<file path="config.mk">
export PLATFORM = sky130hd
export DESIGN_NAME = idma_req_chan_arb
export DESIGN_NICKNAME = d
export VERILOG_FILES = /design/src/rtl/idma_chan_arb_pkg.sv /design/src/rtl/idma_chan_idx_fifo.sv /design/src/rtl/idma_req_chan_arb.sv
export SDC_FILE = /design/constraint.sdc
export NUM_CORES = 1
export LEC_CHECK = 0
export BUFFER_PORTS_ARGS = -buffer_cell sky130_fd_sc_hd__buf_2
export CELL_PAD_IN_SITES_DETAIL_PLACEMENT = 1
export CELL_PAD_IN_SITES_GLOBAL_PLACEMENT = 1
export CORE_MARGIN = 1.5
export CORE_UTILIZATION = 49
export DETAILED_ROUTE_END_ITERATION = 6
export PLACE_DENSITY_LB_ADDON = 0.1
export SYNTH_ARGS = -nofsm -noshare
export SYNTH_HDL_FRONTEND = slang
export SYNTH_SLANG_ARGS = --single-unit
</file>
<file path="constraint.sdc">
create_clock -name clk_i -period 9.7 [get_ports clk_i]
set_input_delay 0.485 -clock clk_i [delete_from_list [all_inputs] [get_ports clk_i]]
set_output_delay 0.485 -clock clk_i [all_outputs]
set_load 0.02 [all_outputs]
</file>
<file path="src/rtl/idma_chan_arb_pkg.sv">
// Shared types and helpers for the iDMA channel arbiter: lock FSM states and a round-robin pick.
// Pure declarations; no state, no latency, no flow control of its own.
package idma_chan_arb_pkg;

    typedef enum logic {
        UNLOCKED = 1'b0,
        LOCKED   = 1'b1
    } lock_state_e;

    localparam int unsigned MaxChannels = 32;
    localparam int unsigned MaxChIdxW   = 5;

    // First valid channel at or after ptr, wrapping modulo num; 0 when nothing is valid.
    function automatic int unsigned rr_pick(
        input logic [MaxChannels-1:0] valid,
        input int unsigned            ptr,
        input int unsigned            num
    );
        int unsigned pick;
        int unsigned idx;
        bit          found;
        pick  = 0;
        idx   = 0;
        found = 1'b0;
        for (int unsigned k = 0; k < MaxChannels; k++) begin
            if (k < num) begin
                idx = (ptr + k) % num;
                if (!found && valid[idx[MaxChIdxW-1:0]]) begin
                    pick  = idx;
                    found = 1'b1;
                end
            end
        end
        return pick;
    endfunction

endpackage

</file>
<file path="src/rtl/idma_chan_idx_fifo.sv">
// Index FIFO recording the granted channel of each accepted request; head visible combinationally.
// Latency: push/pop take effect at the next edge; push ignored when full, pop ignored when empty.
module idma_chan_idx_fifo #(
    parameter int unsigned Depth = 8,
    parameter int unsigned Width = 2
) (
    input  logic             clk,
    input  logic             rst,
    input  logic             push_vld,
    input  logic [Width-1:0] push_dat,
    input  logic             pop_vld,
    output logic             full,
    output logic             empty,
    output logic [Width-1:0] head_dat
);

    localparam int unsigned PtrWidth = (Depth > 1) ? $clog2(Depth) : 1;
    localparam int unsigned OccWidth = $clog2(Depth + 1);
    localparam logic [PtrWidth-1:0] LastPtr = PtrWidth'(Depth - 1);
    localparam logic [OccWidth-1:0] FullOcc = OccWidth'(Depth);

    logic [Width-1:0]    mem [Depth];
    logic [PtrWidth-1:0] wr_ptr;
    logic [PtrWidth-1:0] rd_ptr;
    logic [OccWidth-1:0] occ;
    logic                push_ok;
    logic                pop_ok;

    assign full     = (occ == FullOcc);
    assign empty    = (occ == '0);
    assign push_ok  = push_vld & ~full;
    assign pop_ok   = pop_vld & ~empty;
    assign head_dat = empty ? '0 : mem[rd_ptr];

    always_ff @(posedge clk) begin
        if (rst) begin
            wr_ptr <= '0;
            rd_ptr <= '0;
            occ    <= '0;
        end else begin
            if (push_ok) begin
                wr_ptr <= (wr_ptr == LastPtr) ? '0 : wr_ptr + PtrWidth'(1);
            end
            if (pop_ok) begin
                rd_ptr <= (rd_ptr == LastPtr) ? '0 : rd_ptr + PtrWidth'(1);
            end
            case ({push_ok, pop_ok})
                2'b10:   occ <= occ + OccWidth'(1);
                2'b01:   occ <= occ - OccWidth'(1);
                default: occ <= occ;
            endcase
        end
    end

    // Storage needs no reset: occupancy alone decides what is readable.
    always_ff @(posedge clk) begin
        if (push_ok) begin
            mem[wr_ptr] <= push_dat;
        end
    end

endmodule

</file>
<file path="src/rtl/idma_req_chan_arb.sv">
// N-to-1 iDMA request arbiter with in-order response routing; IDMA_REQ_CHAN_ARB_RR_EN selects round-robin over fixed priority.
// Zero-cycle request/response paths; grant locks while the back-end stalls; requests blocked while the index FIFO is full.
module idma_req_chan_arb
    import idma_chan_arb_pkg::*;
#(
    parameter int unsigned NumChannels  = 4,
    parameter int unsigned IdxFifoDepth = 8,
    parameter type         idma_req_t   = logic,
    parameter type         idma_rsp_t   = logic,
    parameter int unsigned ChIdxWidth   = $clog2(NumChannels),
    parameter int unsigned CntWidth     = $clog2(IdxFifoDepth + 1)
) (
    input  logic                               clk_i,
    input  logic                               rst_i,
    input  idma_req_t [NumChannels-1:0]        ch_req_i,
    input  logic      [NumChannels-1:0]        ch_req_valid_i,
    output logic      [NumChannels-1:0]        ch_req_ready_o,
    output idma_rsp_t [NumChannels-1:0]        ch_rsp_o,
    output logic      [NumChannels-1:0]        ch_rsp_valid_o,
    input  logic      [NumChannels-1:0]        ch_rsp_ready_i,
    output logic      [NumChannels-1:0]        ch_busy_o,
    output idma_req_t                          be_req_o,
    output logic                               be_req_valid_o,
    input  logic                               be_req_ready_i,
    input  idma_rsp_t                          be_rsp_i,
    input  logic                               be_rsp_valid_i,
    output logic                               be_rsp_ready_o,
    output logic                               spurious_rsp_o
);

    lock_state_e           lock_state;
    lock_state_e           lock_next;
    logic [ChIdxWidth-1:0] gnt;
    logic [ChIdxWidth-1:0] gnt_arb;
    logic [ChIdxWidth-1:0] gnt_q;
    logic [ChIdxWidth-1:0] head;
    logic [CntWidth-1:0]   cnt [NumChannels];
    logic                  idx_full;
    logic                  idx_empty;
    logic                  any_valid;
    logic                  req_hs;
    logic                  rsp_hs;
    logic                  pop;
    logic                  spurious_q;

    // ---------------- grant selection ----------------
`ifdef IDMA_REQ_CHAN_ARB_RR_EN
    localparam logic [ChIdxWidth-1:0] LastCh = ChIdxWidth'(NumChannels - 1);

    logic [ChIdxWidth-1:0] rr_ptr;

    always_comb begin
        gnt_arb = ChIdxWidth'(rr_pick(MaxChannels'(ch_req_valid_i), 32'(rr_ptr), NumChannels));
    end

    always_ff @(posedge clk_i) begin
        if (rst_i) begin
            rr_ptr <= '0;
        end else if (req_hs) begin
            rr_ptr <= (gnt == LastCh) ? '0 : gnt + ChIdxWidth'(1);
        end
    end
`else
    always_comb begin
        gnt_arb = '0;
        for (int i = int'(NumChannels) - 1; i >= 0; i--) begin
            if (ch_req_valid_i[i]) begin
                gnt_arb = ChIdxWidth'(i);
            end
        end
    end
`endif

    assign gnt = (lock_state == LOCKED) ? gnt_q : gnt_arb;

    // ---------------- request path ----------------
    assign any_valid      = |ch_req_valid_i;
    assign be_req_valid_o = any_valid & ~idx_full;
    assign be_req_o       = ch_req_i[gnt];
    assign req_hs         = be_req_valid_o & be_req_ready_i;

    always_comb begin
        ch_req_ready_o      = '0;
        ch_req_ready_o[gnt] = be_req_ready_i & ~idx_full;
    end

    // Lock keeps be_req_o stable while the back-end stalls an offered request.
    always_ff @(posedge clk_i) begin
        if (rst_i) begin
            lock_state <= UNLOCKED;
            gnt_q      <= '0;
        end else begin
            lock_state <= lock_next;
            if (lock_state == UNLOCKED && lock_next == LOCKED) begin
                gnt_q <= gnt_arb;
            end
        end
    end

    always_comb begin
        lock_next = lock_state;
        case (lock_state)
            UNLOCKED: if (be_req_valid_o && !be_req_ready_i) lock_next = LOCKED;
            LOCKED:   if (req_hs) lock_next = UNLOCKED;
            default:  lock_next = UNLOCKED;
        endcase
    end

    idma_chan_idx_fifo #(
        .Depth (IdxFifoDepth),
        .Width (ChIdxWidth)
    ) u_idx_fifo (
        .clk      (clk_i),
        .rst      (rst_i),
        .push_vld (req_hs),
        .push_dat (gnt),
        .pop_vld  (pop),
        .full     (idx_full),
        .empty    (idx_empty),
        .head_dat (head)
    );

    // ---------------- response path ----------------
    assign be_rsp_ready_o = idx_empty | ch_rsp_ready_i[head];
    assign rsp_hs         = be_rsp_valid_i & be_rsp_ready_o;
    assign pop            = rsp_hs & ~idx_empty;
    assign spurious_rsp_o = spurious_q;

    always_comb begin
        ch_rsp_valid_o       = '0;
        ch_rsp_valid_o[head] = be_rsp_valid_i & ~idx_empty;
        for (int i = 0; i < int'(NumChannels); i++) begin
            ch_rsp_o[i] = be_rsp_i;
        end
    end

    // With an empty FIFO the response is accepted and dropped.
    always_ff @(posedge clk_i) begin
        if (rst_i) begin
            spurious_q <= 1'b0;
        end else begin
            spurious_q <= rsp_hs & idx_empty;
        end
    end

    // ---------------- outstanding counters ----------------
    always_ff @(posedge clk_i) begin
        if (rst_i) begin
            for (int i = 0; i < int'(NumChannels); i++) begin
                cnt[i] <= '0;
            end
        end else begin
            for (int i = 0; i < int'(NumChannels); i++) begin
                if ((req_hs && gnt == ChIdxWidth'(i)) && !(pop && head == ChIdxWidth'(i))) begin
                    cnt[i] <= cnt[i] + CntWidth'(1);
                end else if (!(req_hs && gnt == ChIdxWidth'(i)) && (pop && head == ChIdxWidth'(i))) begin
                    cnt[i] <= cnt[i] - CntWidth'(1);
                end
            end
        end
    end

    always_comb begin
        for (int i = 0; i < int'(NumChannels); i++) begin
            ch_busy_o[i] = (cnt[i] != '0);
        end
    end

endmodule

</file>
==> results.md <==
Logic synthesis:
- The synthesized netlist occupies a cell area of 3120 um2.
- The number of synthesized register bits is 49.
- For this run, the register share of the synthesized area comes to 41.7%.
- The distinct cell type count after synthesis is 53.
- The count of synthesis-stage warnings from yosys is 0.
- The net count after synthesis is 341.
- Counting flops with a built-in enable in the synthesized netlist gives 32.
- The most used flip-flop cell after synthesis is sky130_fd_sc_hd__edfxtp_1.
- Counting every instance in the synthesized netlist gives 304.
- Of all flip-flops after synthesis, the portion carrying an async set or reset was 0%.
- The average instance area after synthesis is 10.3 um2.

Clock tree:
- Clock tree synthesis found a total of 49 sinks.
- The H-tree level count is 2.
- Clock-pin slew was measured on the worst setup and hold paths at 0.09 ns.
- The maximum clock insertion buffer count is 2.
- Buffers inserted during clock tree synthesis total 5.
- The clock latency at the later pin of the worst-skew pair is 0.31 ns.
- The number of gates resized after CTS was 0.
- Post-CTS timing repair inserted 0 buffers for setup.
- TritonCTS built the clock tree.
- The number of hold buffers added after cts is 0.
- The library cell used as clock root buffer is sky130_fd_sc_hd__clkbuf_8.

Setup path:
- The cell type with the highest occurrence count on the critical path is sky130_fd_sc_hd__a21oi_1.
- The class of the most critical setup path is flip-flop to flip-flop.
- The critical path goes through mux4_2 > mux2i_4 > nand2b_1 > mux2i_1 > o21a_1 > ha_1 > a21o_1 > a21oi_1 > xnor2_1 > or4_1 > a21oi_1.
- In this run the worst path has a maximum fanout of 10.
- The worst setup path is captured at a flip-flop.
- The data required time of the critical path is 9.85 ns.
- The worst setup path is launched from a flip-flop.
- The critical path data arrival time is 4.18 ns.
- The cell with the largest stage delay on the worst path is sky130_fd_sc_hd__dfxtp_1.
- The setup check on the worst reg-to-reg path leaves a slack of 5.67 ns.
- On the worst path, the slowest cell contributes a delay of 0.64 ns.

Routing:
- The detail route stage leaves a number of antenna-violating nets equal to 0.
- The first-pass detailed-route iteration total is 4.
- The highest layer used for signal routing is met4.
- The detailed-route DRC error count is 0.
- The met3 wire length is 166 um.
- The final wirelength is 7540 um.
- The average vias per placed instance is 5.97.
- The met1 wire length is 3260 um.
- The routed length per placed instance is 18.5 um.
- The first-iteration detailed-routing DRC count is 93.
- Wire segments on met2 add up to 4000 um in the final route.
- The routed layout has 2430 vias.

Floorplan:
- The height of the die is 82.8 um.
- The number of cell rows is 28.
- The region available for standard cell placement spans 6030 um2.
- The initial core utilization is 51.8%.
- In this run the count of I/O pins placed on the die edge is 37.
- The total die area is 6860 um2.
- The die width is 82.8 um.

STA:
- The remaining max-slew budget at the tightest pin is 38.9%.
- Between clock sinks in the finished design, the worst skew comes to 0.00727 ns.
- Of the available clock period, the critical path in the final layout requires 41.5%.
- The final count of pins violating max slew is 0.
- Derived from the worst setup path, the maximum achievable clock frequency is 248 MHz.
- The final count of hold timing violations is 0.
- Setup violations remaining at the end of the flow were counted as 0.
- Setup repair after global routing left no endpoint under its margin.
- The transition time of the tightest slew-check pin is 0.910 ns.
- After layout, the minimum clock period comes to 4.03 ns.
- The setup TNS is 0 ns.

Pwr:
- The standby leakage power is 1.36 nW.
- The maximum vdd drop is 122 uV.
- The total power is 0.778 mW.
- The power density over the cells is 226 nW/um2.

Global route:
- The pin count of the biggest net entering global routing is 32.
- The initial antenna violation count is 0.
- For this run the aggregate overflow at the end of global routing stands at 0.
- The via count of the first global-routing pass is 2611.
- The first global-routing pass estimated 12900 um of wire.
- For this run, the total global-route usage over all layers was measured as 23.5%.

Hold path:
- The worst hold path belongs to the class flip-flop to flip-flop.

Finish:
- The final net count is 368.
- In the final layout, the share of cells above drive strength 1 is 16.0%.
- The filler cells instantiated in the layout total 701.
- The multi-input combinational cells in the finished layout cover a total of 1680 um2.
- The layout overhead on the synthesized area is 10.3%.
- The library cells used most frequently in the layout, excluding fill and tap cells, are sky130_fd_sc_hd__edfxtp_1, sky130_fd_sc_hd__buf_2, sky130_fd_sc_hd__nor2_1, sky130_fd_sc_hd__nand2_1.
- The commonest non-fill, non-tap cell in the layout is sky130_fd_sc_hd__edfxtp_1.
- The sequential cells in the finished layout cover a total of 1300 um2.
- The number of antenna diodes in the final layout is 0.

Placed design:
- The final estimated routing congestion in global placement is 0.770.
- The number of buffers added on ports is 31.
- The wire-length estimate of the detail-placed layout is 5810 um.

Job:
- Across the run, the number of max-cap violations was 0.

Run status:
- The flow ran to the end, and the final reports show no timing, DRC or antenna violations.
-- layout make-up --
type,count,share of cell area (%)
sequential,49,37.8
clock buffer,6,2.73
inverter,20,2.18
tap,75,2.73
timing repair buffer,32,4.72
clock inverter,2,1.13
multi-input combinational,223,48.7
-- sequential cells by signal, indices dropped and copies added (netlist names), named ones only --
name,count
u_idx_fifo.rd_ptr,3
spurious_rsp_o,1
u_idx_fifo.mem,16
cnt,16
lock_state,1
gnt_q,2
u_idx_fifo.occ,4
u_idx_fifo.wr_ptr,3
-- stage by stage --
step | instances | hold slack, ns | area, um2 | utilization, % | setup WS [ns]
6_report | 407 | 0.508 | 3440 | 57.1 | 5.67
5_1_grt | 407 | 0.537 | 3440 | 57.1 | 5.39
4_1_cts | 407 | 0.508 | 3440 | 57.1 | 5.63
3_5_place_dp | 399 | 0.486 | 3310 | 54.9 | 5.68
3_3_place_gp | 399 | 0.482 | 3310 | 54.9 | 5.82
2_1_floorplan | 304 | 0.454 | 3120 | - | 6.31
-- per-layer routing --
metal	up-vias	track usage, %
met5	-	0
met4	0	6.21
met3	10	3.58
met2	37	44.2
met1	1206	27.7
li1	1177	-
-- cell families (layout without fill, tap and decap cells) --
family	count (synthesis)	after routing	share of synthesized area [%]
buffers and inverters	32	60	4.57
multiplexers	23	23	9.62
AND/OR/NAND/NOR	115	115	20.0
XOR/XNOR	13	13	3.65
adder cells (fa/ha/maj)	20	20	8.98
flip-flops	49	49	41.7
AO/OA/AOI/OAI	52	52	11.5
-- worst max-delay path, delay by kind of cell, from the launching register on --
kind | cells | cell delay [ns]
AND/OR/NAND/NOR | 2 | 0.68
AO/OA/AOI/OAI | 4 | 0.75
multiplexers | 3 | 1.47
XOR/XNOR | 1 | 0.11
adder cells (fa/ha/maj) | 1 | 0.23
flip-flops | 1 | 0.64
-- synthesized netlist by cell type (4+ instances only) --
cell type,instances,area [um2]
sky130_fd_sc_hd__inv_1,17,63.8
sky130_fd_sc_hd__or4_1,5,37.5
sky130_fd_sc_hd__a21o_1,5,37.5
sky130_fd_sc_hd__a21oi_1,16,80.1
sky130_fd_sc_hd__mux4_2,4,90.1
sky130_fd_sc_hd__nor3_1,16,80.1
sky130_fd_sc_hd__mux2i_1,12,120
sky130_fd_sc_hd__clkbuf_1,6,22.5
sky130_fd_sc_hd__nor4_1,6,37.5
sky130_fd_sc_hd__mux2_1,4,45.0
sky130_fd_sc_hd__nor2_1,28,105
sky130_fd_sc_hd__buf_4,4,30.0
sky130_fd_sc_hd__dfxtp_1,17,340
sky130_fd_sc_hd__xnor2_1,5,43.8
sky130_fd_sc_hd__xor2_1,8,70.1
sky130_fd_sc_hd__o21ai_0,4,20.0
sky130_fd_sc_hd__nand3_1,9,45.0
sky130_fd_sc_hd__nand2b_1,4,25.0
sky130_fd_sc_hd__fa_1,4,80.1
sky130_fd_sc_hd__nand2_1,26,97.6
sky130_fd_sc_hd__ha_1,16,200
sky130_fd_sc_hd__edfxtp_1,32,961
sky130_fd_sc_hd__a211oi_1,9,67.6
-- power breakdown --
| group | total (mW) | switching, mW | internal, mW |
|---|---|---|---|
| registers | 0.291 | 0.0362 | 0.255 |
| logic | 0.320 | 0.201 | 0.120 |
| clock network | 0.167 | 0.0732 | 0.0935 |
-- path summary, 6_finish.rpt --
path,startpoint,endpoint,depth (start not counted)
setup / recovery,flip-flop,cnt[1][3],11
hold / removal,u_idx_fifo.rd_ptr[2],flip-flop,2
setup reg to reg,flip-flop,cnt[1][3],11
hold reg to reg,u_idx_fifo.rd_ptr[2],flip-flop,2
Power figures use the tool's default switching activity.
